**src/rtl/imm_pkg.sv**
```systemverilog
// Shared encodings for the pipelined immediate generator.
// Latency: n/a (declarations only).
// Backpressure: n/a.
package imm_pkg;

    // Immediate format selects carried on in_imm_src.
    localparam logic [2:0] IMM_I     = 3'b000;
    localparam logic [2:0] IMM_S     = 3'b001;
    localparam logic [2:0] IMM_B     = 3'b010;
    localparam logic [2:0] IMM_U     = 3'b011;
    localparam logic [2:0] IMM_J     = 3'b100;
    localparam logic [2:0] IMM_SHAMT = 3'b101;
    localparam logic [2:0] IMM_ZIMM  = 3'b110;
    localparam logic [2:0] IMM_ILL   = 3'b111;

    // Occupancy of the output register + skid register pair.
    typedef enum logic [1:0] {
        ST_EMPTY = 2'd0,
        ST_ONE   = 2'd1,
        ST_TWO   = 2'd2
    } st_t;

endpackage

```
**src/rtl/imm_decode.sv**
```systemverilog
// Combinational RV32/RV64 immediate decoder, result extended to XLEN.
// Latency: 0 cycles (pure combinational).
// Backpressure: none; evaluated every cycle from the current inputs.
// Ports: instr (raw word), src (format select) -> imm (extended), illegal (select 111).
module imm_decode
    import imm_pkg::*;
#(
    parameter int XLEN = 32
) (
    input  logic [31:0]     instr,
    input  logic [2:0]      src,
    output logic [XLEN-1:0] imm,
    output logic            illegal
);

    // Every format is first assembled as a 32-bit value that is already
    // correctly extended to 32 bits; zero-extended formats keep bit 31 clear,
    // so one signed widening covers both extension kinds for XLEN=64.
    logic [31:0] v32;

    // Opcode bits never contribute to an immediate.
    logic unused_opcode;
    assign unused_opcode = ^instr[6:0];

    always_comb begin
        v32     = '0;
        illegal = 1'b0;
        case (src)
            IMM_I:     v32 = {{20{instr[31]}}, instr[31:20]};
            IMM_S:     v32 = {{20{instr[31]}}, instr[31:25], instr[11:7]};
            IMM_B:     v32 = {{19{instr[31]}}, instr[31], instr[7], instr[30:25],
                              instr[11:8], 1'b0};
            IMM_U:     v32 = {instr[31:12], 12'b0};
            IMM_J:     v32 = {{11{instr[31]}}, instr[31], instr[19:12], instr[20],
                              instr[30:21], 1'b0};
            IMM_SHAMT: v32 = (XLEN == 64) ? {26'b0, instr[25:20]}
                                          : {27'b0, instr[24:20]};
            IMM_ZIMM:  v32 = {27'b0, instr[19:15]};
            default: begin
                v32     = '0;
                illegal = 1'b1;
            end
        endcase
        imm = XLEN'($signed(v32));
    end

endmodule

```
**src/rtl/imm_gen_pipe.sv**
```systemverilog
// Pipelined immediate generator: decode, register, present via valid/ready with 2-entry skid.
// Latency: 1 cycle from input acceptance to out_valid at the earliest.
// Backpressure: in_ready depends only on held state, flush and rst; never on out_ready.
// Ports: clk, rst (async high), flush; in_valid/in_ready/in_instr/in_imm_src/in_tag;
//        out_valid/out_ready/out_imm/out_tag/out_illegal; illegal_cnt (saturating).
module imm_gen_pipe
    import imm_pkg::*;
#(
    parameter int XLEN  = 32,   // 32 or 64 only
    parameter int TAG_W = 32,
    parameter int CNT_W = 8
) (
    input  logic             clk,
    input  logic             rst,
    input  logic             flush,
    input  logic             in_valid,
    output logic             in_ready,
    input  logic [31:0]      in_instr,
    input  logic [2:0]       in_imm_src,
    input  logic [TAG_W-1:0] in_tag,
    output logic             out_valid,
    input  logic             out_ready,
    output logic [XLEN-1:0]  out_imm,
    output logic [TAG_W-1:0] out_tag,
    output logic             out_illegal,
    output logic [CNT_W-1:0] illegal_cnt
);

    st_t state, state_nxt;

    logic [XLEN-1:0]  dec_imm;
    logic             dec_illegal;

    logic [XLEN-1:0]  skid_imm;
    logic [TAG_W-1:0] skid_tag;
    logic             skid_illegal;

    logic accept, pop;
    logic load_out, load_skid, move_skid;

    imm_decode #(.XLEN(XLEN)) u_dec (
        .instr   (in_instr),
        .src     (in_imm_src),
        .imm     (dec_imm),
        .illegal (dec_illegal)
    );

    assign in_ready  = (state != ST_TWO) && !flush && !rst;
    assign out_valid = (state != ST_EMPTY);
    assign accept    = in_valid && in_ready;
    assign pop       = out_valid && out_ready;

    always_ff @(posedge clk or posedge rst) begin
        if (rst) state <= ST_EMPTY;
        else     state <= state_nxt;
    end

    // Next state and datapath steering. The output register takes a new beat
    // when it is empty or being drained in the same cycle; otherwise the new
    // beat parks in the skid register. Flush wins over everything; accept is
    // already blocked by in_ready during flush.
    always_comb begin
        state_nxt = state;
        load_out  = 1'b0;
        load_skid = 1'b0;
        move_skid = 1'b0;
        if (flush) begin
            state_nxt = ST_EMPTY;
        end else begin
            case (state)
                ST_EMPTY: begin
                    if (accept) begin
                        state_nxt = ST_ONE;
                        load_out  = 1'b1;
                    end
                end
                ST_ONE: begin
                    if (accept && pop) begin
                        load_out  = 1'b1;
                    end else if (accept) begin
                        state_nxt = ST_TWO;
                        load_skid = 1'b1;
                    end else if (pop) begin
                        state_nxt = ST_EMPTY;
                    end
                end
                ST_TWO: begin
                    if (pop) begin
                        state_nxt = ST_ONE;
                        move_skid = 1'b1;
                    end
                end
                default: state_nxt = ST_EMPTY;
            endcase
        end
    end

    always_ff @(posedge clk or posedge rst) begin
        if (rst) begin
            out_imm      <= '0;
            out_tag      <= '0;
            out_illegal  <= 1'b0;
            skid_imm     <= '0;
            skid_tag     <= '0;
            skid_illegal <= 1'b0;
        end else begin
            if (load_out) begin
                out_imm     <= dec_imm;
                out_tag     <= in_tag;
                out_illegal <= dec_illegal;
            end else if (move_skid) begin
                out_imm     <= skid_imm;
                out_tag     <= skid_tag;
                out_illegal <= skid_illegal;
            end
            if (load_skid) begin
                skid_imm     <= dec_imm;
                skid_tag     <= in_tag;
                skid_illegal <= dec_illegal;
            end
        end
    end

    // Counts accepted illegal beats; flush does not clear it.
    always_ff @(posedge clk or posedge rst) begin
        if (rst) begin
            illegal_cnt <= '0;
        end else if (accept && dec_illegal && (illegal_cnt != {CNT_W{1'b1}})) begin
            illegal_cnt <= illegal_cnt + CNT_W'(1);
        end
    end

endmodule

```
**config.mk**
```make
export PLATFORM = sky130hd
export DESIGN_NAME = imm_gen_pipe
export DESIGN_NICKNAME = d
export VERILOG_FILES = /design/src/rtl/imm_pkg.sv /design/src/rtl/imm_decode.sv /design/src/rtl/imm_gen_pipe.sv
export SDC_FILE = /design/constraint.sdc
export NUM_CORES = 1
export LEC_CHECK = 0
export ABC_AREA = 1
export BUFFER_PORTS_ARGS = -buffer_cell sky130_fd_sc_hd__buf_2
export CORE_MARGIN = 1.5
export CORE_UTILIZATION = 45
export DETAILED_ROUTE_END_ITERATION = 8
export GPL_ROUTABILITY_DRIVEN = 0
export PLACE_DENSITY = 0.74
export SYNTH_ARGS = -nofsm -noshare
export SYNTH_HDL_FRONTEND = slang
export SYNTH_SLANG_ARGS = --single-unit
```
**constraint.sdc**
```tcl
create_clock -name clk -period 4.7 [get_ports clk]
set_input_delay 0.235 -clock clk [delete_from_list [all_inputs] [get_ports clk]]
set_output_delay 0.235 -clock clk [all_outputs]
set_load 0.1 [all_outputs]
```
==> impl_metrics.env, run 1 <==
export IMPL_r2r_end="out_imm[0]$_DFFE_PP0P_"
export IMPL_grtUsageMet3_pct=5.34
export IMPL_skew_ns=0.0122
export IMPL_path_clk_slew_ns=0.06
export IMPL_path_max_fanout=37
export IMPL_design_core_area_um2=13800
export IMPL_grt_util_met1_pct=29.7
export IMPL_antenna_found_initial=0
export IMPL_setup_viol=0
export IMPL_hold_buffers=0
export IMPL_worst_slew_pin_slew_ns=0.976
export IMPL_use_met2_pct=32.6
export IMPL_wire_per_inst_um=14.2
export IMPL_critPathCaptureType="flip-flop"
export IMPL_overflow=0
export IMPL_yosysTopAreaCell="dfrtp_1"
export IMPL_grt_pass1_vias=4917
export IMPL_drive_above_1_share_pct=20.6
export IMPL_power_density_nw_per_um2=589
export IMPL_status="complete, no violations"
export IMPL_yosysSeqAreaShare_pct=55.1
export IMPL_synth_nets=858
export IMPL_ys_warn_count=0
export IMPL_netlist_instances=785
export IMPL_cts_num_sinks=140
export IMPL_drt_iter0_drc=394
export IMPL_regToRegSetupSlack_ns=2.51
export IMPL_syn_area_per_cell_um2=8.10
export IMPL_final_setup_tns_ns=0
export IMPL_holdWs_ns=0.0277
export IMPL_period_needed_ns=2.19
export IMPL_cts_made_buffers=17
export IMPL_worstPathArrival_ns=2.54
export IMPL_yosysTopAreaCellShare_pct=55.1
export IMPL_irDropWorstVdd_mv=0.314
export IMPL_hold_violations=0
export IMPL_multi_input_area_um2=2500
export IMPL_p_leak_nw=4.41
export IMPL_slew_headroom_pct=34.8
export IMPL_synth_ff_type="dfrtp_1"
export IMPL_grt_usage_pct=21.4
export IMPL_detail_route_first_pass_iterations=5
export IMPL_antennaDiodeCount=0
export IMPL_syn_to_final_growth_pct=21.2
export IMPL_port_buffer_count=139
export IMPL_async_flop_share_pct=100
export IMPL_start_util_pct=46.0
export IMPL_cts_max_level=4
export IMPL_drc=0
export IMPL_io_pins=147
export IMPL_drt_wl_total_mm=15.7
export IMPL_postCtsResizedCells=0
export IMPL_cts_root_buffer="clkbuf_16"
export IMPL_dp_cells=1075
export IMPL_antenna_left=0
export IMPL_worst_r2r_cell_count=8
export IMPL_die_x_um=122
export IMPL_required_ns=5.05
export IMPL_cts_path_max_buffers=2
export IMPL_grt_max_degree=101
export IMPL_final_nets=987
export IMPL_grt_pass1_wl_mm=24.7
export IMPL_synth_cell_area_um2=6350
export IMPL_worstReg2RegStart="state[0]$_DFFE_PP0P_"
export IMPL_synth_edff_count=0
export IMPL_dp_hpwl_mm=10.1
export IMPL_die_area_um2=14800
export IMPL_min_path_type="input pin to asynchronous set/reset pin"
export IMPL_rsz0062_at_grt="false"
export IMPL_synth_distinct_cells=26
export IMPL_finalNonFillerCells=1107
export IMPL_cap_violations=0
export IMPL_cts_setup_buffers=0
export IMPL_start_kind="flip-flop"
export IMPL_crit_type="flip-flop to flip-flop"
export IMPL_period_share_pct=46.5
export IMPL_vias_per_cell=5.02
export IMPL_num_rows=43
export IMPL_die_y_um=122
export IMPL_num_vias=5552
export IMPL_synth_area_leaders="dfrtp_1 (55%), nand2_1 (26%), nand3_1 (4.8%)"
export IMPL_ys_ff_latch=140
export IMPL_top_usage_layer="met2"
export IMPL_regArea_um2=3500
export IMPL_max_freq_mhz=457
export IMPL_clk_latency_ns=0.42
export IMPL_fillers=1273
export IMPL_drv_slew=0
export IMPL_tritoncts="done"
[metrics by stage]
step	utilization [%]	power, mW	instance area [um2]	setup WS (ns)
2_1_floorplan	-	2.91	6350	0.712
5_1_grt	55.7	4.73	7700	2.32
3_5_place_dp	51.4	3.20	7100	2.46
3_3_place_gp	51.4	3.18	7100	2.49
6_report	55.7	4.54	7700	2.51
4_1_cts	55.7	4.57	7700	2.49
[metal layers]
layer	vias to the layer above	share of wire, %
met2	185	47
met3	21	5.5
met4	0	1.8
met1	2615	45
li1	2731	-
met5	-	0
[logic make-up (layout without fill, tap and decap cells)]
family                     after synthesis  in the layout  share of synthesized area, %
AOI/OAI and AO/OA                       40             40                          4.49
xor gates and xnor gates                 6              6                         0.827
adders and majority gates                1              1                         0.197
buffers and inverters                   67            209                          5.47
DFF                                    140            140                          55.1
and+or+nand+nor                        531            531                          33.9
[report_power, final]
group	switching [mW]	leakage (nW)	internal [mW]
combinational	1.35	2.29	0.247
clock	0.521	0.283	0.836
sequential	0.135	1.84	1.45
[flip-flops by register name (all words and copies together), names as in the netlist]
| name | count |
|---|---|
| out_tag | 32 |
| skid_imm | 32 |
| out_illegal | 1 |
| illegal_cnt | 8 |
| state | 2 |
| out_imm | 32 |
| skid_tag | 32 |
| skid_illegal | 1 |
[cell usage in the layout, fill, tap and decap left out, drive strengths merged]
| cell type | Yosys | layout |
|---|---|---|
| clkinvlp | 0 | 4 |
| dfrtp | 140 | 140 |
| clkinv | 0 | 5 |
| ha | 1 | 1 |
| clkbuf | 5 | 18 |
| o21ai | 4 | 4 |
| a22oi | 33 | 33 |
| nand3b | 1 | 1 |
| bufinv | 0 | 3 |
| nand4 | 3 | 3 |
| nand3 | 63 | 63 |
| a21boi | 1 | 1 |
| a21oi | 2 | 2 |
| nand2 | 443 | 443 |
| xnor2 | 4 | 4 |
| nor2 | 20 | 20 |
| buf | 31 | 146 |
| xor2 | 2 | 2 |
| nor3 | 1 | 1 |
| inv | 31 | 33 |
[critical path: stages, from the launching register on]
cell	delay, ns
dfrtp_1	0.42
inv_2	0.09
nand2_4	0.08
nand3_4	0.10
nor2_4	0.05
nor2_4	0.73
buf_4	0.45
nand2_1	0.10
nand3_1	0.09
[area by class of cell]
| class | count | area share, % |
|---|---|---|
| Clock buffer | 18 | 5.57 |
| Clock inverter | 14 | 2.21 |
| Tap cell | 180 | 2.92 |
| Timing Repair Buffer | 146 | 9.72 |
| Inverter | 31 | 1.58 |
| Multi-Input combinational cell | 578 | 32.5 |
| Sequential cell | 140 | 45.5 |
[worst max path at each step]
stage	startpoint	end	cells past startpoint	slack (ns)
6_report	state[0]$_DFFE_PP0P_	out_imm[0]$_DFFE_PP0P_	8	2.51
5_1_grt	state[0]$_DFFE_PP0P_	out_imm[26]$_DFFE_PP0P_	7	2.32
4_1_cts	state[0]$_DFFE_PP0P_	out_imm[0]$_DFFE_PP0P_	8	2.49
3_5_place_dp	out_ready	out_imm[0]$_DFFE_PP0P_	9	2.46
3_3_place_gp	out_ready	out_imm[0]$_DFFE_PP0P_	9	2.49
2_1_floorplan	rst	illegal_cnt[0]$_DFFE_PP0P_	1	0.71
[synthesized netlist by cell type (2+ instances only)]
cell / number
a21oi_1: 2
a22oi_1: 33
buf_2: 17
buf_4: 8
buf_6: 6
clkbuf_1: 5
dfrtp_1: 140
inv_1: 27
inv_2: 4
nand2_1: 441
nand3_1: 61
nand4_1: 3
nor2_1: 17
nor2_4: 2
o21ai_0: 4
xnor2_1: 4
xor2_1: 2
Power figures use the tool's default switching activity.
==> inputs of run 2 (changes only) <==
Settings changed: ABC_AREA 1 to 0, PLACE_DENSITY 0.74 to 0.76.
Clock period 4.7 ns to 1.94 ns, I/O delays scaled along.
==> run 2 against run 1 <==
Net effect: via count is 5.5% lower; area after synthesis is 0.57% lower; register-to-register slack worse by 2.4 ns; die area is 0.56% lower; highest routed layer unchanged.
==> impl_metrics.env, run 2 <==
export IMPL_status="complete, no violations"
export IMPL_skew_ns=0.00601
export IMPL_pwr_share_clk_pct=33.0
export IMPL_yosys_top_cells_count="dfrtp_1 (140), nand2_1 (100), a21oi_1 (55)"
export IMPL_min_path_type="input pin to flip-flop"
export IMPL_synth_edff_count=0
export IMPL_die_y_um=121
export IMPL_synth_nets=671
export IMPL_final_util_pct=60.3
export IMPL_grt_pass1_wl_mm=25.8
export IMPL_antennaDiodeCount=0
export IMPL_crit_path_cell_trace="and4bb_4 > buf_12 > nor2b_1 > a211oi_1 > a21oi_1"
export IMPL_synth_ff_type="dfrtp_1"
export IMPL_drv_slew=0
export IMPL_num_vias=5245
export IMPL_power_density_nw_per_um2=1290
export IMPL_dr_wl_met2_mm=7.50
export IMPL_cpPeakStageDelay_ns=0.45
export IMPL_cts_max_level=4
export IMPL_io_pins=147
export IMPL_design_core_area_um2=13800
export IMPL_worst_slew_pin_slew_ns=0.865
export IMPL_yosysSeqAreaShare_pct=55.4
export IMPL_ys_ff_latch=140
export IMPL_layout_common_cells="buf_2 (139), dfrtp_1 (134), nand2_1 (100)"
export IMPL_final_setup_tns_ns=0
export IMPL_grt_pass1_vias=5294
export IMPL_r2r_end="out_imm[13]$_DFFE_PP0P_"
export IMPL_met3_length_um=859
export IMPL_finalNonFillerCells=961
export IMPL_num_rows=43
export IMPL_dp_cells=886
export IMPL_dp_hpwl_mm=10.1
export IMPL_overflow=0
export IMPL_grt_max_degree=87
export IMPL_synth_cell_area_um2=6320
export IMPL_die_x_um=121
export IMPL_worst_r2r_cell_count=5
export IMPL_top_layer="met4"
export IMPL_final_common_cell="buf_2"
export IMPL_syn_to_final_growth_pct=31.4
export IMPL_cts_root_buffer="clkbuf_16"
export IMPL_synth_area_leaders="dfrtp_1 (55%), mux2_1 (6.1%), nand2_1 (5.9%)"
export IMPL_regToRegSetupSlack_ns=0.14
export IMPL_async_flop_share_pct=100
export IMPL_max_freq_mhz=554
export IMPL_grt_usage_pct=22.3
export IMPL_synth_distinct_cells=46
export IMPL_cts_path_max_buffers=2
export IMPL_port_buffer_count=139
export IMPL_wl_met1_mm=6.87
export IMPL_postLayoutCellArea_um2=8300
export IMPL_detail_route_first_pass_iterations=5
export IMPL_period_needed_ns=1.80
export IMPL_drc=0
export IMPL_cap_violations=0
export IMPL_cts_made_buffers=17
export IMPL_clk_latency_ns=0.41
export IMPL_p_comb_share_pct=32.2
export IMPL_die_area_um2=14800
export IMPL_start_kind="flip-flop"
export IMPL_cp_slowest_cell="dfrtp_1"
export IMPL_period_share_pct=93.0
export IMPL_netlist_instances=598
export IMPL_fillers=1145
export IMPL_worstReg2RegStart="state[0]$_DFFE_PP0P_"
export IMPL_setup_viol=0
export IMPL_ys_warn_count=0
export IMPL_yosysTopAreaCell="dfrtp_1"
export IMPL_switching_share_pct=39.1
export IMPL_yosysTopAreaCellShare_pct=55.4
export IMPL_final_nets=844
export IMPL_irDropWorstVdd_mv=0.724
export IMPL_p_leak_nw=4.03
export IMPL_hold_violations=0
export IMPL_drive_above_1_share_pct=25.7
export IMPL_drt_wl_total_mm=15.5
export IMPL_cts_num_sinks=140
export IMPL_path_clk_slew_ns=0.06
export IMPL_worstHoldStart="in_instr[22]"
export IMPL_drt_iter0_drc=321
export IMPL_critPathCaptureType="flip-flop"
export IMPL_slew_headroom_pct=42.1
export IMPL_antenna_found_initial=0
export IMPL_required_ns=2.22
export IMPL_whs_path_depth=3
export IMPL_crit_type="flip-flop to flip-flop"
export IMPL_postPlaceCellArea_um2=7190
export IMPL_path_max_fanout=86
export IMPL_vias_per_cell=5.46
export IMPL_p_total_mw=10.7
export IMPL_intPower_mw=6.53
export IMPL_worstPathArrival_ns=2.09
export IMPL_worstHoldEndpoint="skid_imm[22]$_DFFE_PP0P_"
export IMPL_rsz0062_at_grt="false"
export IMPL_start_util_pct=45.9
export IMPL_antenna_left=0
export IMPL_tritoncts="done"
export IMPL_power_switching_mw=4.20
export IMPL_synth_most_common_cell="dfrtp_1"
export IMPL_syn_area_per_cell_um2=10.6
export IMPL_power_frac_seq_pct=34.7
export IMPL_wire_per_inst_um=16.1
-- run 2: cell types whose count changed after synthesis, moves of 12 or more --
cell / previous run / this run
a22o_1: 0 / 12
o21ai_1: 0 / 28
inv_1: 27 / 4
nand3_1: 61 / 13
nor2b_1: 0 / 23
mux2_1: 0 / 34
a211oi_1: 0 / 25
nand2_1: 441 / 100
a21oi_1: 2 / 55
-- run 2: area by class of cell --
type	instances	area (um2)	share of cell area (%)
inverters	4	18.8	0.226
clock inverters	6	159	1.91
repair buffers	198	1330	16.0
well taps	180	225	2.71
clock buffers	23	488	5.88
flip-flops and latches	140	3510	42.3
multi-input cells	410	2570	31.0
-- run 2: worst max path at each step --
stage	startpoint	endpoint	slack, ns	cells after the start
5_1_grt	state[0]$_DFFE_PP0P_	skid_imm[10]$_DFFE_PP0P_	0.05	5
2_1_floorplan	rst	illegal_cnt[0]$_DFFE_PP0P_	-0.06	1
4_1_cts	state[0]$_DFFE_PP0P_	skid_tag[19]$_DFFE_PP0P_	0.12	4
3_5_place_dp	state[1]$_DFFE_PP0P_	out_tag[13]$_DFFE_PP0P_	0.02	5
6_report	state[0]$_DFFE_PP0P_	out_imm[13]$_DFFE_PP0P_	0.14	5
3_3_place_gp	state[1]$_DFFE_PP0P_	out_tag[27]$_DFFE_PP0P_	0.09	5
-- run 2: layer usage --
metal | track usage (%) | up-vias
li1 | - | 2479
met1 | 28.3 | 2562
met2 | 36.8 | 181
met3 | 5.40 | 23
met4 | 8.31 | 0
met5 | 0 | -
-- run 2: cell families (layout without fill, tap and decap cells) --
group | Yosys count | count (layout) | synth area share (%)
muxes | 41 | 41 | 7.19
AOI/OAI and AO/OA | 175 | 175 | 17.8
buffers and inverters | 48 | 231 | 4.22
DFF | 140 | 140 | 55.4
and+or+nand+nor | 187 | 187 | 14.3
adders and majority gates | 2 | 2 | 0.356
xor gates and xnor gates | 5 | 5 | 0.693
-- run 2: through the flow --
step | hold slack (ns) | setup WS [ns]
after floorplan | 0.163 | -0.0566
after global placement | 0.314 | 0.0866
after detailed placement | 0.319 | 0.0154
after CTS | 0.00218 | 0.122
after global routing | 0.0284 | 0.0482
final | 0.0248 | 0.136
-- run 2: timing repair --
action | in CTS | in global routing
endpoints found under the hold margin | 222 | 0
buffers inserted | 1 | 0
setup endpoints to repair | 10 | 5
hold buffers | 45 | 0
gates resized for setup | 0 | 1
-- run 2: power groups by stage --
stage               clock network (mW)  logic, mW  registers, mW
finish                            3.55       3.45           3.73
global route                      3.75       3.64           3.79
CTS                               3.61       3.47           3.72
detailed placement                   0       3.39           3.77
global placement                     0       3.33           3.73
floorplan                            0      0.729           5.76
-- run 2: worst max-delay path: cells and delay by family, from the launching register on --
family / cells / cell delay [ns]
simple gates: 2 / 0.47
buf+inv: 1 / 0.35
compound gates: 2 / 0.38
flops: 1 / 0.45
==> inputs of run 3 (changes only) <==
Settings changed: BUFFER_PORTS_ARGS -buffer_cell sky130_fd_sc_hd__buf_2 to -buffer_cell sky130_fd_sc_hd__buf_4, GPL_ROUTABILITY_DRIVEN 0 to default.
==> run 3 against run 2 <==
Net effect: sequential share of layout area fell by 1.8 points; combinational power grew 6.1%; die area did not move; utilization up 2.7 points; worst setup slack gained 0.017 ns; critical path type unchanged; largest power group unchanged.
==> impl_metrics.env, run 3 (synthesis gave the netlist of run 2 again) <==
export IMPL_drt_wl_total_mm=15.6
export IMPL_layout_common_cells="buf_4 (148), dfrtp_1 (134), nand2_1 (100)"
export IMPL_drc=0
export IMPL_cpLargestDelayFamily="simple AND/OR/NAND/NOR gates"
export IMPL_grt_max_degree=87
export IMPL_num_vias=5259
export IMPL_design_core_area_um2=13800
export IMPL_grt_pass1_vias=5163
export IMPL_cp_slowest_cell="or4_1"
export IMPL_die_x_um=121
export IMPL_critPathCaptureType="flip-flop"
export IMPL_cap_violations=0
export IMPL_whs_path_depth=3
export IMPL_worstPathArrival_ns=2.08
export IMPL_overflow=0
export IMPL_crit_buf_inv=0
export IMPL_antenna_left=0
export IMPL_detail_route_first_pass_iterations=4
export IMPL_crit_path_cell_trace="nor2b_1 > or4_1 > nor2_1 > mux2_1"
export IMPL_p_total_mw=10.7
export IMPL_slew_headroom_pct=67.2
export IMPL_gp_congestion=0.833
export IMPL_die_y_um=121
export IMPL_path_clk_slew_ns=0.06
export IMPL_grt_pass1_wl_mm=25.2
export IMPL_worst_r2r_cell_count=4
export IMPL_path_depth=4
export IMPL_cts_root_buffer="clkbuf_16"
export IMPL_wire_per_inst_um=16.1
export IMPL_drive_above_1_share_pct=26.2
export IMPL_cts_num_sinks=140
export IMPL_worst_slew_pin_slew_ns=0.490
export IMPL_cts_path_max_buffers=2
export IMPL_io_pins=147
export IMPL_die_area_um2=14800
export IMPL_drv_slew=0
export IMPL_antenna_found_initial=0
export IMPL_start_kind="flip-flop"
export IMPL_cts_max_level=4
export IMPL_final_nets=850
export IMPL_irDropWorstVdd_mv=0.628
export IMPL_antennaDiodeCount=0
export IMPL_num_rows=43
export IMPL_cpPeakStageDelay_ns=0.51
export IMPL_status="complete, no violations"
export IMPL_cts_made_buffers=17
export IMPL_syn_to_final_growth_pct=37.3
export IMPL_period_share_pct=92.2
export IMPL_p_leak_nw=4.14
export IMPL_skew_ns=0.00662
export IMPL_period_needed_ns=1.79
export IMPL_drt_iter0_drc=267
export IMPL_tritoncts="done"
export IMPL_required_ns=2.24
export IMPL_vias_per_cell=5.43
export IMPL_hold_violations=0
export IMPL_port_buffer_count=139
export IMPL_dp_cells=887
export IMPL_finalNonFillerCells=969
export IMPL_power_density_nw_per_um2=1240
export IMPL_setup_viol=0
export IMPL_max_freq_mhz=559
export IMPL_grt_usage_pct=21.8
export IMPL_final_common_cell="buf_4"
export IMPL_dp_hpwl_mm=10.0
export IMPL_clk_latency_ns=0.41
export IMPL_min_path_type="input pin to flip-flop"
export IMPL_final_setup_tns_ns=0
export IMPL_crit_type="flip-flop to flip-flop"
export IMPL_path_max_fanout=8
export IMPL_rsz0062_at_grt="false"
export IMPL_start_util_pct=45.9
[run 3: changes by cell type in the layout (fill, tap and decap cells not counted), sizes merged]
cell / before / now
clkbuf: 23 / 21
clkinv: 1 / 4
buf: 153 / 155
inv: 3 / 4
bufinv: 5 / 3
dlygate4sd3: 45 / 49
clkinvlp: 1 / 3
[run 3: stage by stage]
stage | worst slack [ns] | utilization [%] | hold WS (ns) | area [um2]
after floorplan | -0.0566 | - | 0.163 | 6350
after global placement | 0.0770 | 54.8 | 0.281 | 7550
after detailed placement | 0.0131 | 54.8 | 0.289 | 7550
after CTS | 0.0797 | 63.0 | 0.0000372 | 8670
after global routing | 0.0463 | 63.0 | 0.0195 | 8680
final | 0.152 | 63.0 | 0.0187 | 8680
[run 3: report_power, final]
| group | internal (mW) | switching, mW | leakage, nW |
|---|---|---|---|
| sequential | 3.43 | 0.312 | 1.79 |
| clock | 2.15 | 1.18 | 0.301 |
| combinational | 0.908 | 2.75 | 2.05 |
[run 3: final cells by class]
| class | instances | area [um2] |
|---|---|---|
| multi-input cells | 410 | 2570 |
| inverters | 4 | 18.8 |
| flip-flops and latches | 140 | 3510 |
| clock buffers | 21 | 480 |
| well taps | 180 | 225 |
| fillers | 1092 | 5100 |
| repair buffers | 204 | 1730 |
| clock inverters | 10 | 138 |
[run 3: worst min-delay path: stages]
cell,delay (ns)
buf_4,0.09
a21oi_1,0.09
o21ai_1,0.11
[run 3: timing repair]
action / CTS / global route
resized for setup: 0 / 1
hold buffers: 49 / 0
hold endpoints to repair: 234 / 0
endpoints found under the setup margin: 2 / 33
gates cloned: 0 / 0
setup buffers: 2 / 0
pin swaps: 0 / 0
[run 3: worst paths after layout]
check                                             start                    endpoint  slack [ns]
worst max register to register     state[1]$_DFFE_PP0P_  illegal_cnt[6]$_DFFE_PP0P_        0.15
max in group asynchronous                           rst    skid_imm[28]$_DFFE_PP0P_        1.16
worst max-delay path               state[1]$_DFFE_PP0P_  illegal_cnt[6]$_DFFE_PP0P_        0.15
min in group asynchronous                           rst        state[1]$_DFFE_PP0P_        0.39
worst min register to register  out_tag[31]$_DFFE_PP0P_     out_tag[31]$_DFFE_PP0P_        0.48
worst min-delay path                       in_instr[16]    skid_imm[16]$_DFFE_PP0P_        0.02
[run 3: per-layer routing]
layer  wire (um)  GRT usage [%]  vias to the layer above  share of wire, %
li1            -              -                     2491                 -
met4         272           8.60                        0               1.7
met5           0              0                        -                 0
met3         938           5.45                       28               6.0
met2        7610           35.7                      188                49
met1        6790           27.9                     2552                43
